File: config.mk
export PLATFORM = sky130hd
export DESIGN_NAME = jump_pc
export DESIGN_NICKNAME = d
export VERILOG_FILES = /design/src/rtl/jump_pc.sv
export SDC_FILE = /design/constraint.sdc
export NUM_CORES = 1
export LEC_CHECK = 0
export CAP_MARGIN = 30
export CORE_MARGIN = 5
export CORE_UTILIZATION = 36
export CTS_CLUSTER_DIAMETER = 150
export DETAILED_ROUTE_END_ITERATION = 7
export GPL_ROUTABILITY_DRIVEN = 0
export GPL_TIMING_DRIVEN = 0
export HOLD_SLACK_MARGIN = 0.15
export PLACE_DENSITY = 0.76
export SYNTH_ARGS = -nofsm -noshare
export SYNTH_HDL_FRONTEND = slang
export SYNTH_SLANG_ARGS = --single-unit
File: constraint.sdc
create_clock -name CLK -period 1.8 [get_ports CLK]
set_clock_uncertainty 0.15 [all_clocks]
set_input_delay 0.27 -clock CLK [delete_from_list [all_inputs] [get_ports CLK]]
set_output_delay 0.27 -clock CLK [all_outputs]
set_load 0.1 [all_outputs]
File: src/rtl/jump_pc.sv
// rtl/jump_pc.sv - program counter with flag register and conditional jump; optional self-loop halt detect (HALT_DETECT_EN)
module jump_pc #(
  parameter int               WIDTH     = 16,
  parameter logic [WIDTH-1:0] RESET_VEC = '0
) (
  input  logic             CLK,
  input  logic             RST,
  input  logic             EN,
  input  logic [WIDTH-1:0] ALU_OUT,
  input  logic             FLAG_WE,
  input  logic [2:0]       JMP,
  input  logic [WIDTH-1:0] A,
  output logic [WIDTH-1:0] PC,
  output logic             ZR,
  output logic             NG,
  output logic             TAKEN,
  output logic             HALT
);

  localparam int NBYTES = WIDTH / 8;

  logic [NBYTES-1:0] byte_or;
  logic              zero_det;
  logic              neg_det;
  logic              cond;
  logic              halted;

  // per-byte OR slices feeding a single final OR for the zero detect
  genvar g;
  generate
    for (g = 0; g < NBYTES; g++) begin : g_byte_or
      assign byte_or[g] = |ALU_OUT[g*8 +: 8];
    end
  endgenerate

  assign zero_det = ~(|byte_or);
  assign neg_det  = ALU_OUT[WIDTH-1];

  // jump decision uses the registered flags, so a same-edge flag write sees old values
  assign cond = (JMP[2] & NG) | (JMP[1] & ZR) | (JMP[0] & ~ZR & ~NG);

`ifdef HALT_DETECT_EN
  logic halt_q;

  // sticky halt once a self-jump (unconditional jump to the current PC) executes
  always_ff @(posedge CLK) begin
    if (RST) begin
      halt_q <= 1'b0;
    end else if (!halt_q && EN && (JMP == 3'b111) && (A == PC)) begin
      halt_q <= 1'b1;
    end
  end

  assign halted = halt_q;
`else
  assign halted = 1'b0;
`endif

  assign HALT = halted;

  // PC, flags and taken indicator; reset wins over everything, halt freezes state
  always_ff @(posedge CLK) begin
    if (RST) begin
      PC    <= RESET_VEC;
      ZR    <= 1'b0;
      NG    <= 1'b0;
      TAKEN <= 1'b0;
    end else if (halted) begin
      TAKEN <= 1'b0;
    end else begin
      if (FLAG_WE) begin
        ZR <= zero_det;
        NG <= neg_det;
      end
      if (EN && cond) begin
        PC    <= A;
        TAKEN <= 1'b1;
      end else if (EN) begin
        PC    <= PC + WIDTH'(1);
        TAKEN <= 1'b0;
      end else begin
        TAKEN <= 1'b0;
      end
    end
  end

endmodule

---- Word-level counts from Yosys, hierarchy flattened ----
Cells that the tools add are included.
cells by class
  multiply operators ...................... 0
  div/mod/pow operators ................... 0
  magnitude comparators ................... 0
  shift-type cells ........................ 0
  eq/ne operators ......................... 0
  bitwise operators ....................... 9
  multiplexer cells ....................... 3
  reduce and logical (&&, ||, !) cells .... 3
  add/sub/neg operators ................... 1
operator list
  cell                                                             number
  16-bit 2-to-1 mux                                                2
  16-bit by 1-bit adder with 16-bit output, second input constant  1
  16-bit OR reduction                                              1
  1-bit AND                                                        4
  1-bit inverter                                                   3
  1-bit OR                                                         2
  2-bit nonzero test                                               1
  1-bit logical AND                                                1
  1-bit 2-to-1 mux                                                 1
word-level totals
  bits in read-only memories .............. 0
  output and inout port bits .............. 20
  input bits .............................. 39
  word-level logic and storage cells ...... 20
  bits in registers ....................... 19
  bits in writable memories ............... 0
  latch bits .............................. 0
  memories kept ........................... 0

---- Depth between registers and ports, before layout ----
Gate-level depths: netlist of run 1.
  depth after elaboration ................. 6
  mapped depth ............................ 5
  depth with buffers taken out ............ 5

---- Least setup slack after synthesis of run 1 ----
No wires, ideal clock.
  kind .................................... reg-to-reg
  start point ............................. register PC[5]
  end point ............................... register PC[13]
  cell stages (with the launch flop) ...... 5
  arrival time ............................ 2453 ps
  period minus slack after synthesis ...... 2678 ps
  path buffers ............................ 0
  setup slack ............................. -878 ps
  library setup time ...................... 74 ps
  path through ............................ dfxtp_1 -> nand4_2 -> or4_1 -> or4_1 -> a31oi_1
between the ends
  word-level cells in the longest chain between the ends .. 3
ends and longest elaborated chain
  item                                      line  text
  start: declaration                        13    output logic [WIDTH-1:0] PC,
  start signal: assignment                  79    PC <= PC + WIDTH'(1);
  16-bit by 1-bit adder with 16-bit output  79
  16-bit 2-to-1 mux                         78    end else if (EN) begin
  16-bit 2-to-1 mux                         75    if (EN && cond) begin
Every way passes these cells. The select of a mux whose other input is x is not followed.
A chain may end at the register's enable or synchronous reset.

---- Worst setup path after layout of run 1 ----
  start point ............................. register PC[7]
  end point ............................... register PC[13]
Same word-level chain as after synthesis.

==> results of run 1 <==
[cell usage in the layout, fill, tap and decap left out, drive strengths merged, types with 2 or more instances in the layout]
master / instances
clkdlybuf4s15: 18
or4: 4
nand4: 5
nand2b: 2
buf: 10
nand4b: 4
nor2: 9
a211oi: 2
nor4: 7
nor2b: 2
or2: 2
o32ai: 4
o21ai: 4
a2bb2oi: 5
clkbuf: 10
clkdlybuf4s50: 36
o21bai: 2
dfxtp: 19
nand3: 7
nand2: 10
inv: 9
a21oi: 6
nand3b: 4
a221oi: 2
nor3: 7
a31oi: 9
mux2i: 4
[final cells by class]
type	count	area share
sequential	19	0.2177
multi-input combinational	111	0.3967
tap	44	0.02698
clock buffer	4	0.01288
timing repair buffer	61	0.3029
buffer	10	0.02636
inverter	9	0.01655
[registers in the layout (all words and copies together) (netlist names)]
| register | cells |
|---|---|
| NG | 1 |
| PC | 16 |
| TAKEN | 1 |
| ZR | 1 |
[worst max path at each step]
stage                   to  depth (start not counted)  slack (ns)
global route        PC[13]                          4       -0.07
floorplan           PC[13]                          4       -0.19
global placement     PC[9]                          6       -0.49
finish              PC[13]                          4      -0.009
detailed placement  PC[10]                          6       -0.50
CTS                 PC[12]                          5       -0.02
[layer usage]
layer  share of wire  vias up
li1                -      702
met1            0.44      692
met2            0.52       35
met3           0.035        4
met4           0.010        0
met5               0        -
[critical path: cells and delay by family (launching register included)]
kind / cells / cell delay (ns)
AO/OA/AOI/OAI: 1 / 0.14
flip-flops: 1 / 0.39
AND/OR/NAND/NOR: 3 / 1.05
[power groups by stage]
stage,Combinational (W),Sequential (W),Clock [W]
after floorplan,0.000122,0.000678,0
after global placement,0.000474,0.000487,0
after detailed placement,0.000479,0.000489,0
after CTS,0.000485,0.000480,0.000226
after global routing,0.000516,0.000487,0.000244
final,0.000490,0.000481,0.000226
[stage by stage]
step,area [µm²],total power [W]
final,2041,0.001198
after global routing,2041,0.001248
after CTS,1974,0.001191
after detailed placement,1869,0.0009675
after global placement,1869,0.0009606
after floorplan,1264,0.0008004
[logic make-up after synthesis]
kind of cell / share of synthesized area
adders and majority gates: 0.01057
other: 0.003168
muxes: 0.03383
and+or+nand+nor: 0.3404
buffers and inverters: 0.06554
DFF: 0.3213
AOI/OAI and AO/OA: 0.2252
[timing repair]
item | CTS | global route
pin swaps | 1 | 0
buffers inserted | 3 | 3
endpoints found under the setup margin | 35 | 13
resized for setup | 65 | 12
==> impl_metrics.env, run 1 <==
export IMPL_outcome="complete, but fails checks"
export IMPL_violations="negative setup slack"
export IMPL_power_frac_clock=0.189
export IMPL_grt_max_degree=11
export IMPL_netlist_area_leader_share=0.3214
export IMPL_path_cells="nand4_4, or4_4, or4_1, a31oi_1"
export IMPL_synthFlopType="dfxtp_1"
export IMPL_yosys_area_top_type="dfxtp_1"
export IMPL_overflow=0
export IMPL_cp_arrival_ns=1.89
export IMPL_syn_avg_cell_area_um2=7.944
export IMPL_dp_hpwl_um=3028
export IMPL_dpl_cell_count=248
export IMPL_num_io_pins=59
export IMPL_multiInputGateArea_um2=809.5
export IMPL_clockBufferDepth=2
export IMPL_slew_viol_final=0
export IMPL_clock_sinks=19
export IMPL_fillers=275
export IMPL_drc=0
export IMPL_die_y_um=67.34
export IMPL_n_antenna_cell=0
export IMPL_final_setup_viol_count=1
export IMPL_crit_reg2reg_capture="PC[13]"
export IMPL_detail_route_iter0_violations=106
export IMPL_min_from="EN"
export IMPL_io_buffer_count=55
export IMPL_use_met1=0.2422
export IMPL_seq_area_um2=444.2
export IMPL_synthTopCellsByCount="dfxtp_1, nand2_1, a31oi_1, inv_1, nor2_1"
export IMPL_setup_tns_ns=-0.008783
export IMPL_critical_path_max_stage_delay_ns=0.53
export IMPL_synth_edff_count=0
export IMPL_track_usage=0.1855
export IMPL_ys_ff_latch=19
export IMPL_top_usage_layer="met2"
export IMPL_wl_um=4089
export IMPL_worst_ir_drop_vdd_mv=0.3121
export IMPL_hp_class="in -> reg"
export IMPL_internal_power_w=0.0006998
export IMPL_stdcell_count=258
export IMPL_worstPathRequired_ns=1.88
export IMPL_clock_root_buffer="clkbuf_4"
export IMPL_first_pass_iters=4
export IMPL_grtUsageMet3=0.01331
export IMPL_crit_fanout=4
export IMPL_fin_hold_ws_ns=0.2766
export IMPL_hold_buffers=0
export IMPL_holdPathEnd="PC[13]"
export IMPL_ys_async_sr_fraction=0
export IMPL_die_x_um=67.34
export IMPL_critPathLaunchType="register"
export IMPL_reg2reg_from="PC[7]"
export IMPL_slew_limit_headroom=0.6314
export IMPL_fmax_mhz=552.9
export IMPL_antenna_left=0
export IMPL_cp_end_kind="register"
export IMPL_cts_inserted_buffers=3
export IMPL_grt_pass1_vias=1418
export IMPL_pre_cts_ws_ns=-0.4952
export IMPL_core_area_um2=3103
export IMPL_layout_nets=255
export IMPL_cts_tree="yes"
export IMPL_fin_util=0.6577
export IMPL_row_count=20
export IMPL_switching_share=0.4159
export IMPL_maxCapViolCount=0
export IMPL_syn2layout_area_growth_pct=72.41
export IMPL_post_synth_top_count_cell="dfxtp_1"
export IMPL_clock_latency_ns=0.30
export IMPL_drive_gt1_frac=0.2944
export IMPL_cp_startpoint="PC[7]"
export IMPL_final_hold_viol_count=0
export IMPL_rsz0062_at_grt="true"
export IMPL_synthTopCellsByArea="dfxtp_1, a31oi_1, a2bb2oi_1"
export IMPL_antenna_found_initial=0
export IMPL_avgRoutedWirePerCell_um=15.85
export IMPL_synth_net_count=189
export IMPL_hold_path_depth=4
export IMPL_fin_ws_ns=-0.008783
export IMPL_die_area_um2=4535
export IMPL_tightestPinTransition_ns=0.5555
export IMPL_grt_pass1_wl_um=6548
export IMPL_vias_per_cell=5.554
export IMPL_yosysUniqueCellTypes=40
export IMPL_ys_seq_area_frac=0.3214
export IMPL_leakage_nw=0.6660
export IMPL_combPwrFrac=0.409
export IMPL_period_share=1.005
export IMPL_period_needed_ns=1.809
export IMPL_p_switching_w=0.0004983
export IMPL_num_vias=1433
export IMPL_h_tree_depth=1
export IMPL_cts_clk_slew_worst_paths_ns=0.12
export IMPL_worst_r2r_cell_count=4
export IMPL_start_util=0.3815
export IMPL_criticalPathCategory="reg -> reg"
export IMPL_seqPwrFrac=0.402
export IMPL_yosys_warnings=0
export IMPL_r2r_slack_ns=-0.009
export IMPL_syn_instance_count=149
export IMPL_met2_usage=0.3178
export IMPL_powerDensity_nw_per_um2=587.1
export IMPL_critPathSlowestCell="or4_4"
export IMPL_synthesis_area_um2=1184
Note: power is estimated with default switching activity, not from simulation.
==> run 2: changes to the inputs <==
--- a/config.mk
+++ b/config.mk
@@ -5,14 +5,14 @@
 export SDC_FILE = /design/constraint.sdc
 export NUM_CORES = 1
 export LEC_CHECK = 0
+export ABC_AREA = 1
 export CAP_MARGIN = 30
 export CORE_MARGIN = 5
-export CORE_UTILIZATION = 36
+export CORE_UTILIZATION = 38
 export CTS_CLUSTER_DIAMETER = 150
 export DETAILED_ROUTE_END_ITERATION = 7
 export GPL_ROUTABILITY_DRIVEN = 0
 export GPL_TIMING_DRIVEN = 0
-export HOLD_SLACK_MARGIN = 0.15
 export PLACE_DENSITY = 0.76
 export SYNTH_ARGS = -nofsm -noshare
 export SYNTH_HDL_FRONTEND = slang
==> impl_metrics.env, run 2 <==
export IMPL_antenna_found_initial=0
export IMPL_postLayoutCellArea_um2=2056
export IMPL_maxCapViolCount=0
export IMPL_h_tree_depth=1
export IMPL_slew_limit_headroom=0.6344
export IMPL_critPathLaunchType="register"
export IMPL_fin_hold_ws_ns=0.08911
export IMPL_syn_avg_cell_area_um2=6.268
export IMPL_track_usage=0.1594
export IMPL_synthTopCellsByArea="dfxtp_1, nand2_1, inv_1"
export IMPL_syn_instance_count=217
export IMPL_num_vias=1551
export IMPL_final_cell_mix="nand2_1, clkdlybuf4s50_1, inv_1"
export IMPL_yosys_area_top_type="dfxtp_1"
export IMPL_clockBufferDepth=2
export IMPL_post_synth_top_count_cell="nand2_1"
export IMPL_r2r_slack_ns=0.28
export IMPL_antenna_left=0
export IMPL_period_needed_ns=1.720
export IMPL_stdcell_count=323
export IMPL_cp_arrival_ns=1.30
export IMPL_synthTopCellsByCount="nand2_1, inv_1, a21oi_1, dfxtp_1, nor2_1"
export IMPL_overflow=0
export IMPL_yosys_warnings=0
export IMPL_yosysUniqueCellTypes=30
export IMPL_crit_fanout=6
export IMPL_num_io_pins=59
export IMPL_path_cells="clkdlybuf4s15_2"
export IMPL_fin_total_pwr_w=0.001255
export IMPL_detail_route_iter0_violations=88
export IMPL_row_count=21
export IMPL_worst_r2r_cell_count=8
export IMPL_regMostFlops="PC"
export IMPL_ys_seq_area_frac=0.2797
export IMPL_rsz0062_at_grt="false"
export IMPL_powerDensity_nw_per_um2=610.7
export IMPL_largest_reg_flops=16
export IMPL_period_share=0.9557
export IMPL_leakage_nw=0.8051
export IMPL_ys_ff_latch=19
export IMPL_netlist_area_leader_share=0.2797
export IMPL_hp_class="in -> reg"
export IMPL_worst_ir_drop_vdd_mv=0.3020
export IMPL_dp_hpwl_um=2990
export IMPL_drive_gt1_frac=0.2708
export IMPL_drc=0
export IMPL_criticalPathCategory="reg -> out"
export IMPL_final_setup_viol_count=0
export IMPL_tightestPinTransition_ns=0.5510
export IMPL_n_antenna_cell=0
export IMPL_fmax_mhz=581.3
export IMPL_cts_tree="yes"
export IMPL_path_buf_inv=1
export IMPL_crit_path_end="PC[2]"
export IMPL_placed_cell_area_um2=2004
export IMPL_syn2layout_area_growth_pct=51.15
export IMPL_cp_top_family="buffers and inverters"
export IMPL_cp_end_kind="primary output"
export IMPL_grt_pass1_vias=1421
export IMPL_outcome="complete, no violations"
export IMPL_die_x_um=69.83
export IMPL_final_hold_viol_count=0
export IMPL_cp_depth=1
export IMPL_slew_viol_final=0
export IMPL_clock_sinks=19
export IMPL_grt_pass1_wl_um=6506
export IMPL_synthesis_area_um2=1360
export IMPL_wl_um=3866
export IMPL_clock_root_buffer="clkbuf_4"
export IMPL_dpl_cell_count=319
export IMPL_start_util=0.4013
export IMPL_grt_max_degree=12
export IMPL_reg2reg_from="PC[0]"
export IMPL_cts_setup_buffers=0
export IMPL_crit_reg2reg_capture="PC[14]"
export IMPL_avgRoutedWirePerCell_um=11.97
export IMPL_final_common_cell="nand2_1"
export IMPL_die_y_um=69.83
export IMPL_worstPathRequired_ns=1.38
export IMPL_io_buffer_count=56
export IMPL_cts_inserted_buffers=3
export IMPL_ys_async_sr_fraction=0
export IMPL_critical_path_max_stage_delay_ns=0.57
export IMPL_vias_per_cell=4.802
export IMPL_clock_latency_ns=0.31
export IMPL_layout_nets=318
export IMPL_fillers=340
export IMPL_synth_net_count=257
export IMPL_synth_edff_count=0
export IMPL_critPathSlowestCell="clkdlybuf4s15_2"
export IMPL_synthFlopType="dfxtp_1"
export IMPL_die_area_um2=4876
export IMPL_cts_clk_slew_worst_paths_ns=0.13
export IMPL_core_area_um2=3390
export IMPL_first_pass_iters=4
export IMPL_cp_startpoint="PC[2]"
-- run 2: kinds of logic after synthesis --
kind of cell | Yosys count | synth area share
simple gates | 114 | 0.3845
other cells | 1 | 0.002757
flops | 19 | 0.2797
buf+inv | 39 | 0.1214
fa+ha+maj | 1 | 0.009198
xor+xnor | 4 | 0.02576
compound gates | 39 | 0.1766
-- run 2: stage by stage --
| step | TNS, ns | worst slack (ns) | utilization |
|---|---|---|---|
| 3_5_place_dp | -3.263 | -0.1559 | 0.5914 |
| 5_1_grt | 0 | 0.002116 | 0.6065 |
| 2_1_floorplan | 0 | 0.09139 | - |
| 4_1_cts | 0 | 0.06981 | 0.6065 |
| 3_3_place_gp | -3.445 | -0.1486 | 0.5914 |
| 6_report | 0 | 0.07977 | 0.6065 |
-- run 2: worst min path at each step --
stage,startpoint,endpoint,slack (ns),cells after the start
after floorplan,EN,PC[4],0.27,2
after global placement,ZR,ZR,0.33,2
after detailed placement,ZR,ZR,0.32,2
after CTS,RST,PC[11],0.09,2
after global routing,RST,PC[11],0.12,2
final,RST,PC[11],0.09,2
-- run 2: repair_timing --
action / 4_1_cts / 5_1_grt
hold buffers: 0 / 0
setup endpoints to repair: 19 / 0
gates resized for setup: 57 / 0
-- run 2: final cells by class --
class / count / area, µm² / share of cell area
Sequential cell: 19 / 406.6 / 0.1978
Clock inverter: 1 / 5.005 / 0.002435
Tap cell: 46 / 57.56 / 0.02800
Buffer: 7 / 45.04 / 0.02191
Inverter: 32 / 120.1 / 0.05843
Clock buffer: 3 / 22.52 / 0.01096
Timing Repair Buffer: 56 / 584.3 / 0.2842
Multi-Input combinational cell: 159 / 814.5 / 0.3962
-- run 2: power breakdown --
part / total (W) / internal, W / switching [W]
sequential: 0.000496 / 0.000454 / 0.0000424
clock: 0.000234 / 0.0000830 / 0.000151
combinational: 0.000525 / 0.000177 / 0.000348
total: 0.00126 / 0.000714 / 0.000542
-- run 2: routing by layer --
metal,global-route usage,routed length (µm),share of wire
met5,0,0,0
met4,0.05106,40,0.010
met3,0.02609,259,0.067
met2,0.2665,1840,0.48
met1,0.2073,1725,0.45
